## src/rtl/game_pkg.sv

```systemverilog
// Shared game definitions: move range, debounce default, enter FSM encoding
// and the move-legality helper used by the move entry logic.
package game_pkg;

  localparam int MOVE_W    = 4;
  localparam int NUM_SLOTS = 8;

  localparam logic [MOVE_W-1:0] MIN_MOVE = 4'd1;
  localparam logic [MOVE_W-1:0] MAX_MOVE = 4'd9;

  localparam int DEBOUNCE_CYCLES_DEFAULT = 4;

  typedef enum logic [1:0] {
    WAIT_PRESS      = 2'd0,
    CONFIRM_PRESS   = 2'd1,
    HELD            = 2'd2,
    CONFIRM_RELEASE = 2'd3
  } enter_state_e;

  // Observation bundle for both debouncers.
  typedef struct packed {
    enter_state_e enter_state;
    enter_state_e newgame_state;
    logic         enter_level_L;
  } move_dbg_t;

  typedef logic [NUM_SLOTS-1:0][MOVE_W-1:0] slots_t;

  // A move is legal when it is in range and no occupied slot already holds it.
  function automatic logic move_legal(input logic [MOVE_W-1:0] mv,
                                      input slots_t            taken);
    logic ok;
    ok = (mv >= MIN_MOVE) && (mv <= MAX_MOVE);
    for (int i = 0; i < NUM_SLOTS; i++) begin
      if ((taken[i] != '0) && (taken[i] == mv)) ok = 1'b0;
    end
    return ok;
  endfunction

endpackage

```

## src/rtl/btn_debounce.sv

```systemverilog
// Two-flop synchronizer plus a four-state press/release debouncer for one
// active-low button; reports the debounced level and a one-cycle press event.
module btn_debounce
  import game_pkg::*;
#(
  parameter int DEBOUNCE_CYCLES = DEBOUNCE_CYCLES_DEFAULT
) (
  input  logic         clock,
  input  logic         reset,
  input  logic         raw_L,
  input  logic         clear,
  output logic         level_L,
  output logic         press,
  output enter_state_e state
);

  localparam int CW = $clog2(DEBOUNCE_CYCLES + 1);
  localparam logic [CW-1:0] CNT_MAX = CW'(DEBOUNCE_CYCLES);
  localparam logic [CW-1:0] CNT_ONE = CW'(1);

  logic [1:0]    sync_q;
  logic          sample_L;
  logic [CW-1:0] count;
  logic [CW-1:0] count_n;
  logic [CW-1:0] count_inc;
  enter_state_e  state_n;

  // Only sync_q[1] is allowed to reach the debounce logic.
  always_ff @(posedge clock or posedge reset) begin
    if (reset) begin
      sync_q <= 2'b11;
    end else begin
      sync_q <= {sync_q[0], raw_L};
    end
  end

  assign sample_L  = sync_q[1];
  assign count_inc = (count == CNT_MAX) ? count : count + CNT_ONE;

  always_ff @(posedge clock or posedge reset) begin
    if (reset) begin
      state <= WAIT_PRESS;
      count <= '0;
    end else begin
      state <= state_n;
      count <= count_n;
    end
  end

  always_comb begin
    state_n = state;
    count_n = count;
    if (clear) begin
      state_n = WAIT_PRESS;
      count_n = '0;
    end else begin
      unique case (state)
        WAIT_PRESS: begin
          if (!sample_L) begin
            if (CNT_ONE >= CNT_MAX) begin
              state_n = HELD;
              count_n = CNT_MAX;
            end else begin
              state_n = CONFIRM_PRESS;
              count_n = CNT_ONE;
            end
          end
        end
        CONFIRM_PRESS: begin
          if (sample_L) begin
            state_n = WAIT_PRESS;
            count_n = '0;
          end else if (count_inc == CNT_MAX) begin
            state_n = HELD;
            count_n = CNT_MAX;
          end else begin
            count_n = count_inc;
          end
        end
        HELD: begin
          if (sample_L) begin
            if (CNT_ONE >= CNT_MAX) begin
              state_n = WAIT_PRESS;
              count_n = '0;
            end else begin
              state_n = CONFIRM_RELEASE;
              count_n = CNT_ONE;
            end
          end
        end
        CONFIRM_RELEASE: begin
          if (!sample_L) begin
            state_n = HELD;
            count_n = CNT_MAX;
          end else if (count_inc == CNT_MAX) begin
            state_n = WAIT_PRESS;
            count_n = '0;
          end else begin
            count_n = count_inc;
          end
        end
        default: begin
          state_n = WAIT_PRESS;
          count_n = '0;
        end
      endcase
    end
  end

  // Press fires on the edge that first enters HELD from the unpressed side.
  always_comb begin
    level_L = !((state == HELD) || (state == CONFIRM_RELEASE));
    press   = (state_n == HELD) &&
              ((state == WAIT_PRESS) || (state == CONFIRM_PRESS));
  end

  count_saturates: assert property (@(posedge clock) disable iff (reset)
    count <= CNT_MAX);

endmodule

```

## src/rtl/move_entry.sv

```systemverilog
// Human move entry: debounces the enter and new-game buttons, checks move
// legality on each confirmed press and drives the strobe/error outputs.
module move_entry
  import game_pkg::*;
#(
  parameter int DEBOUNCE_CYCLES = DEBOUNCE_CYCLES_DEFAULT
) (
  input  logic              clock,
  input  logic              reset,
  input  logic              enter_raw_L,
  input  logic              newGame_raw_L,
  input  logic [MOVE_W-1:0] hMove_sw,
  input  logic [MOVE_W-1:0] h3,
  input  logic [MOVE_W-1:0] h2,
  input  logic [MOVE_W-1:0] h1,
  input  logic [MOVE_W-1:0] h0,
  input  logic [MOVE_W-1:0] c3,
  input  logic [MOVE_W-1:0] c2,
  input  logic [MOVE_W-1:0] c1,
  input  logic [MOVE_W-1:0] c0,
  output logic              enter_L,
  output logic              newGame_L,
  output logic [MOVE_W-1:0] hMove,
  output logic              moveErr,
  output move_dbg_t         dbg
);

  logic         enter_press;
  logic         enter_level_L;
  enter_state_e enter_state;
  logic         ng_press;
  logic         ng_level_L;
  enter_state_e ng_state;
  logic         ng_active;
  logic         accept;
  logic         legal;

  // A held new-game button parks the enter debouncer in WAIT_PRESS.
  assign ng_active = !newGame_L;

  btn_debounce #(
    .DEBOUNCE_CYCLES(DEBOUNCE_CYCLES)
  ) u_enter_db (
    .clock  (clock),
    .reset  (reset),
    .raw_L  (enter_raw_L),
    .clear  (ng_active),
    .level_L(enter_level_L),
    .press  (enter_press),
    .state  (enter_state)
  );

  btn_debounce #(
    .DEBOUNCE_CYCLES(DEBOUNCE_CYCLES)
  ) u_newgame_db (
    .clock  (clock),
    .reset  (reset),
    .raw_L  (newGame_raw_L),
    .clear  (1'b0),
    .level_L(ng_level_L),
    .press  (ng_press),
    .state  (ng_state)
  );

  assign newGame_L = ng_level_L;

  // enter_L is a one-cycle low strobe; hMove is valid whenever it is low and
  // keeps that value until the next accepted move. No back-pressure exists.
  assign accept = enter_press && !ng_press;
  assign legal  = move_legal(hMove_sw, {h3, h2, h1, h0, c3, c2, c1, c0});

  always_ff @(posedge clock or posedge reset) begin
    if (reset) begin
      enter_L <= 1'b1;
      hMove   <= '0;
      moveErr <= 1'b0;
    end else begin
      enter_L <= 1'b1;
      if (ng_active) begin
        moveErr <= 1'b0;
      end else if (accept) begin
        if (legal) begin
          enter_L <= 1'b0;
          hMove   <= hMove_sw;
          moveErr <= 1'b0;
        end else begin
          moveErr <= 1'b1;
        end
      end
    end
  end

  always_comb begin
    dbg.enter_state   = enter_state;
    dbg.newgame_state = ng_state;
    dbg.enter_level_L = enter_level_L;
  end

  strobe_one_cycle: assert property (@(posedge clock) disable iff (reset)
    !enter_L |=> enter_L);

  no_strobe_in_new_game: assert property (@(posedge clock) disable iff (reset)
    !newGame_L |-> enter_L);

endmodule

```

## config.mk

```make
export PLATFORM = sky130hd
export DESIGN_NAME = move_entry
export DESIGN_NICKNAME = d
export VERILOG_FILES = /design/src/rtl/game_pkg.sv /design/src/rtl/btn_debounce.sv /design/src/rtl/move_entry.sv
export SDC_FILE = /design/constraint.sdc
export NUM_CORES = 1
export LEC_CHECK = 0
export CAP_MARGIN = 15
export CORE_MARGIN = 10
export CORE_UTILIZATION = 42
export CTS_BUF_LIST = sky130_fd_sc_hd__clkbuf_16
export CTS_CLUSTER_SIZE = 28
export DETAILED_ROUTE_END_ITERATION = 10
export DONT_BUFFER_PORTS = 1
export HOLD_SLACK_MARGIN = 0.15
export PLACE_DENSITY = 0.67
export SLEW_MARGIN = 30
export SYNTH_ARGS = -nofsm -noshare
export SYNTH_HDL_FRONTEND = slang
export SYNTH_SLANG_ARGS = --single-unit
```

## constraint.sdc

```tcl
create_clock -name clock -period 3.4 [get_ports clock]
set_input_delay 0.68 -clock clock [delete_from_list [all_inputs] [get_ports clock]]
set_output_delay 0.68 -clock clock [all_outputs]
set_load 0.05 [all_outputs]
```

# == Word level (Yosys, flattened, before mapping) ==
# Index checks and enable logic that the tools add are counted.
# word_totals
output_inout_bits,12
register_bits,20
in_bits,40
word_cells,116
# classes
n_eq_ne,24
order_cmp,2
n_addsub,2
bitwise,1
n_reduce_logical,33
mux,45
# ops
op,count
$mux 3,15
$eq 4x4->1,8
$reduce_bool 4->1,8
$mux 2,13
$pmux 3 s4,2
$pmux 2 s4,2
$mux 1,13
$eq 2x2->1 const B,6
$eq 3x3->1 const B,4
$logic_and 1x1->1,12
$add 3x1->3 const B,2
$eq 2x1->1 const B,2
$ge 4x1->1 const B,1
$le 4x4->1 const B,1
$logic_not 2->1,2
$logic_or 1x1->1,4
$reduce_and 2->1,2
$logic_not 1->1,3
$ne 3x2->1 const B,1
$ne 3x3->1 const B,1
$reduce_and 3->1,1
$ne 2x1->1 const B,1
$ne 2x2->1 const B,1
$reduce_bool 2->1,1
$not 1->1,1

# == Longest topological paths before layout ==
# depth
word_depth,13
mapped_depth,9
depth_no_buf,8

# == By module ==
# Synthesis repeated with hierarchy kept, for this count alone.
# unflattened
cells_unflattened,173
hier_area_um2,1602.8
# modules_own_cells
module,n_inst,cells_each,area_each_um2,seq_area_each_um2
btn_debounce,2,43,430.4,177.7
move_entry,1,87,742.0,151.4

# == Worst setup path before layout ==
# Ideal clock, no wire load.
# synth_path
kind,register to register
startpoint,reg u_enter_db.count[0]
endpoint,reg hMove[0]
n_path_buf,1
path_stages_with_launch,9
arrival_time_ps,2480
slack_ps,795
setup_time_ps,125
period_less_slack_ps,2605
required_time_ps,3275
cell_sequence,dfrtp_1 inv_2 ha_1 or3_4 a2111oi_4 o2111ai_1 or4_1 buf_6 mux2_4
# synth_via
elab_chain_len,11
elab_cells_between_ends,14
cone_classes,add/sub: 1; eq/ne: 3; mux: 7; reduce/logical: 3
# synth_rtl
element,line_no,text
from (decl),btn_debounce.sv:23,logic [CW-1:0] count;
from (signal assigned),btn_debounce.sv:46,count <= count_n;
$add 3x1->3 / $eq 3x3->1 (equally long branches),btn_debounce.sv:38,assign count_inc = (count == CNT_MAX) ? count : count + CNT_ONE;
$mux 3 (*),btn_debounce.sv:38,
$eq 3x3->1 (*),"btn_debounce.sv:73, btn_debounce.sv:95",
$mux 2 (on tied branches),"btn_debounce.sv:95, btn_debounce.sv:73",
$mux 2 (on tied branches),"btn_debounce.sv:92, btn_debounce.sv:70",
$pmux 2 s4 (*),btn_debounce.sv:57,unique case (state)
$mux 2 (*),btn_debounce.sv:53,if (clear) begin
$eq 2x2->1 (*),btn_debounce.sv:113,press = (state_n == HELD) &&
$logic_and 1x1->1 (*),btn_debounce.sv:113,
$logic_and 1x1->1 (*),move_entry.sv:69,assign accept = enter_press && !ng_press;
$reduce_and 3->1 (no line) (*),n/a,
to (signal assigned),move_entry.sv:84,hMove <= hMove_sw;
to (decl),move_entry.sv:23,"output logic [MOVE_W-1:0] hMove,"
# Every way passes the cells marked *; elsewhere a longest branch is shown, timed or not.
# A chain may end at the register's enable or synchronous reset.

# == Final worst setup path ==
# layout_path
startpoint,reg u_enter_db.count[0]
endpoint,reg hMove[3]
# Same word-level chain as after synthesis.

==> results.md <==
- EDFF count, synth: 0
- Worst Hold Class: flip-flop to flip-flop
- Final setup TNS: 0 ps
- Final setup fails: 0
- Max Root-Sink Buffers: 2
- Worst slew pin tran: between 700 and 800 ps
- Power, Total: around 1100 uW
- Hold Fails Final Rpt: 0
- Max Transition Viols Final: 0
- Die Height: approximately 80 um
- Vias per cell: roughly 5.6
- CTS tree: built
- Post-DRT Antenna Nets: 0
- Most frequent cell after synthesis: xnor2_1
- Synthesized cell area: 1530 um^2
- FILL cells: about 330
- Achievable Freq: 355 MHz
- Worst skew pair latency: approximately 250 ps
- Switching Share: a little over two fifths
- Ports: 52
- RSZ-0062 raised after global routing: no
- Async set-reset flop share out of synthesis: between 90% and 100%
- Post-detail-place hpwl: between 3000 and 4000 um
- Buffers added on ports: 0
- Area Growth Syn to Fin: 6.12%
- Mean area per synthesized cell: around 9 um^2
- Largest net degree at the start of global routing: 21
- Post-synth top area share: 24.5%
- Initial Util: around 45%
- Routed length on met2: 1740 um
- Routed WL per cell: about 17 um
- Seq cells post-synth: 20
- Core Box Area: between 3000 and 4000 um^2
- Crit path time final: between 2000 and 3000 ps
- DR DRC count: 0
- Fraction of layout cells with a size suffix above 1: 11.4%
- Antenna violations before repair: 0
- Total internal power: about 630 uW
- Root Buffer: clkbuf_16
- Crit path max-delay cell type: or4_1
- Inst Count DP: between 200 and 250
- Critical path required time: ~3500 ps
- Number of buffers created by CTS: 3
- Final hold slack: 355 ps
- Max Cap Violations: 0
- Post-CTS setup repair buffer count: 0
- Synth area leader: dfrtp_1
- Synth cell count leaders: xnor2_1, dfrtp_1, nor3_1, nand2_1, xor2_1
- Grt total ovfl: 0
- Ant. Diodes: 0
- Clock sinks: 20
- Setup crit end kind: flip-flop
- CP Cell Sequence: inv_2 -> ha_1 -> or3_4 -> a2111oi_4 -> o2111ai_1 -> or4_1 -> mux2_4
- Top FF cell, synth: dfrtp_1
- Hold Buf Count CTS: 0
- Sequential Power Share: 45.3%
- Synth Warn #: 0
- Leading post-synthesis cells by cell area: dfrtp_1, xnor2_1, dfstp_2
- First-pass GRT wire length: 6120 um
- Critical Path AT: about 3000 ps
- Floorplan row count: 21
- Leakage power: ~0.00064 uW
- WS Path Type: flip-flop to flip-flop
- Clk_skew: roughly 1.8 ps
- Mapped Nets: around 210
- H-tree depth: 1
- 1st-iter DRT viols: 40
- Setup crit start kind: flip-flop
- CP Max Fanout: 6
- Post-Route WL: ~3600 um
- Synth cell types: 45
- Nets@finish: between 200 and 250
- Met3 wire length: between 500 and 600 um
- Peak supply drop: 0.237 mV
- Rel. slew slack: 49.3%
- CP peak stage delay: approximately 650 ps
- First-pass detailed-route iteration total: 4
- Power Density: 689 nW/um^2
- Mapped Cells: 170
- Chip Width: ~80 um
- Combinational share of power: approximately a third
- Fin cells: between 200 and 250
- Die Footprint: between 6000 and 7000 um^2
- Tcrit/Tclk final: between 80% and 90%
- Sequential area share after synthesis: around a third
- Post_cts resized: 0
- Net Switching: about 490 uW
- Vias in the first global route: 1314
- Placer Congestion: roughly 0.70
- Vias: roughly 1200
- DRT met1 WL: ~1300 um
- Status: finished clean
- Max layer used: met4
- Clock-pin slew on the worst setup and hold paths: around 50 ps
- Clock share of power: between 20% and 30%
- Gr usage total: about an eighth
[worst max-delay path, delay by kind of cell (launching register included)]
| family | cells | cell delay (ps) |
|---|---|---|
| AND/OR/NAND/NOR | 2 | 1050 |
| AO/OA/AOI/OAI | 2 | 570 |
| flip-flops | 1 | 400 |
| multiplexers | 1 | 350 |
| adder cells (fa/ha/maj) | 1 | 240 |
| buffers and inverters | 1 | 80 |
[state kept, by name, summed over array words and instances (netlist names), 2 cells and up]
register             cells
hMove                    4
u_enter_db.count         3
u_newgame_db.count       3
u_enter_db.state         2
u_enter_db.sync_q        2
u_newgame_db.state       2
u_newgame_db.sync_q      2
[cell type report]
type | instances | area [um^2] | area share (%)
Timing Repair Buffer | 1 | 7.51 | 0.462
Sequential cell | 20 | 507 | 31.2
Tap cell | 46 | 57.6 | 3.54
Clock inverter | 1 | 3.75 | 0.231
Multi-Input combinational cell | 133 | 946 | 58.2
Clock buffer | 3 | 75.1 | 4.62
Inverter | 8 | 30.0 | 1.85
[power groups by stage]
stage / clock network (uW) / registers (uW) / logic [uW]
after CTS: 246 / 509 / 378
after detailed placement: 0 / 513 / 376
after global routing: 255 / 521 / 424
final: 238 / 507 / 375
after global placement: 0 / 508 / 351
after floorplan: 0 / 465 / 349
[cells in the final DEF (no fill, tap or decap), types with 2 or more instances in the layout]
cell	netlist	final
clkbuf_16	0	3
ha_1	4	4
inv_1	7	8
xor2_1	10	10
xnor2_1	17	17
nor3b_1	2	2
dfrtp_1	15	15
a21oi_1	9	9
o21ai_1	2	2
a2111oi_0	3	3
or4_1	2	2
nand3_1	6	6
nand3b_1	2	2
nor3_1	15	15
nand2_1	10	10
o21ai_0	9	9
or3_1	5	5
nor2_1	7	7
a31oi_1	2	2
and2_1	2	2
mux2_4	4	4
o2111ai_1	2	2
dfstp_2	5	5
nor2b_1	3	3
[per-stage QoR]
step	area (um^2)	utilization, %	setup WS (ps)
6_report	1630	47.3	585
5_1_grt	1630	47.3	393
4_1_cts	1630	47.3	538
3_5_place_dp	1550	45.0	543
3_3_place_gp	1550	45.0	677
2_1_floorplan	1530	-	795
[cell families after synthesis]
kind of cell | after synthesis | share of synthesized area [%]
AO/OA/AOI/OAI | 37 | 17.2
XOR/XNOR | 27 | 15.4
adder cells (fa/ha/maj) | 4 | 3.27
buffers and inverters | 17 | 5.22
flip-flops | 20 | 33.1
multiplexers | 6 | 5.31
AND/OR/NAND/NOR | 59 | 20.5
[worst paths after layout]
check / start / cells after the start / slack, ps / to
max: u_enter_db.count[0] / 7 / 590 / hMove[3]
min: u_enter_db.sync_q[0] / 0 / 350 / u_enter_db.sync_q[1]
max reg2reg: u_enter_db.count[0] / 7 / 590 / hMove[3]
min reg2reg: u_enter_db.sync_q[0] / 0 / 350 / u_enter_db.sync_q[1]
max in group asynchronous: reset / 1 / 2500 / u_newgame_db.state[1]
min in group asynchronous: reset / 1 / 440 / u_newgame_db.count[0]
[metal layers]
layer | up-vias | GRT usage (%)
met1 | 543 | 11.3
met5 | - | 0
met4 | 0 | 5.46
met3 | 5 | 6.35
li1 | 594 | -
met2 | 50 | 20.0
Note: power is estimated with default switching activity, not from simulation.
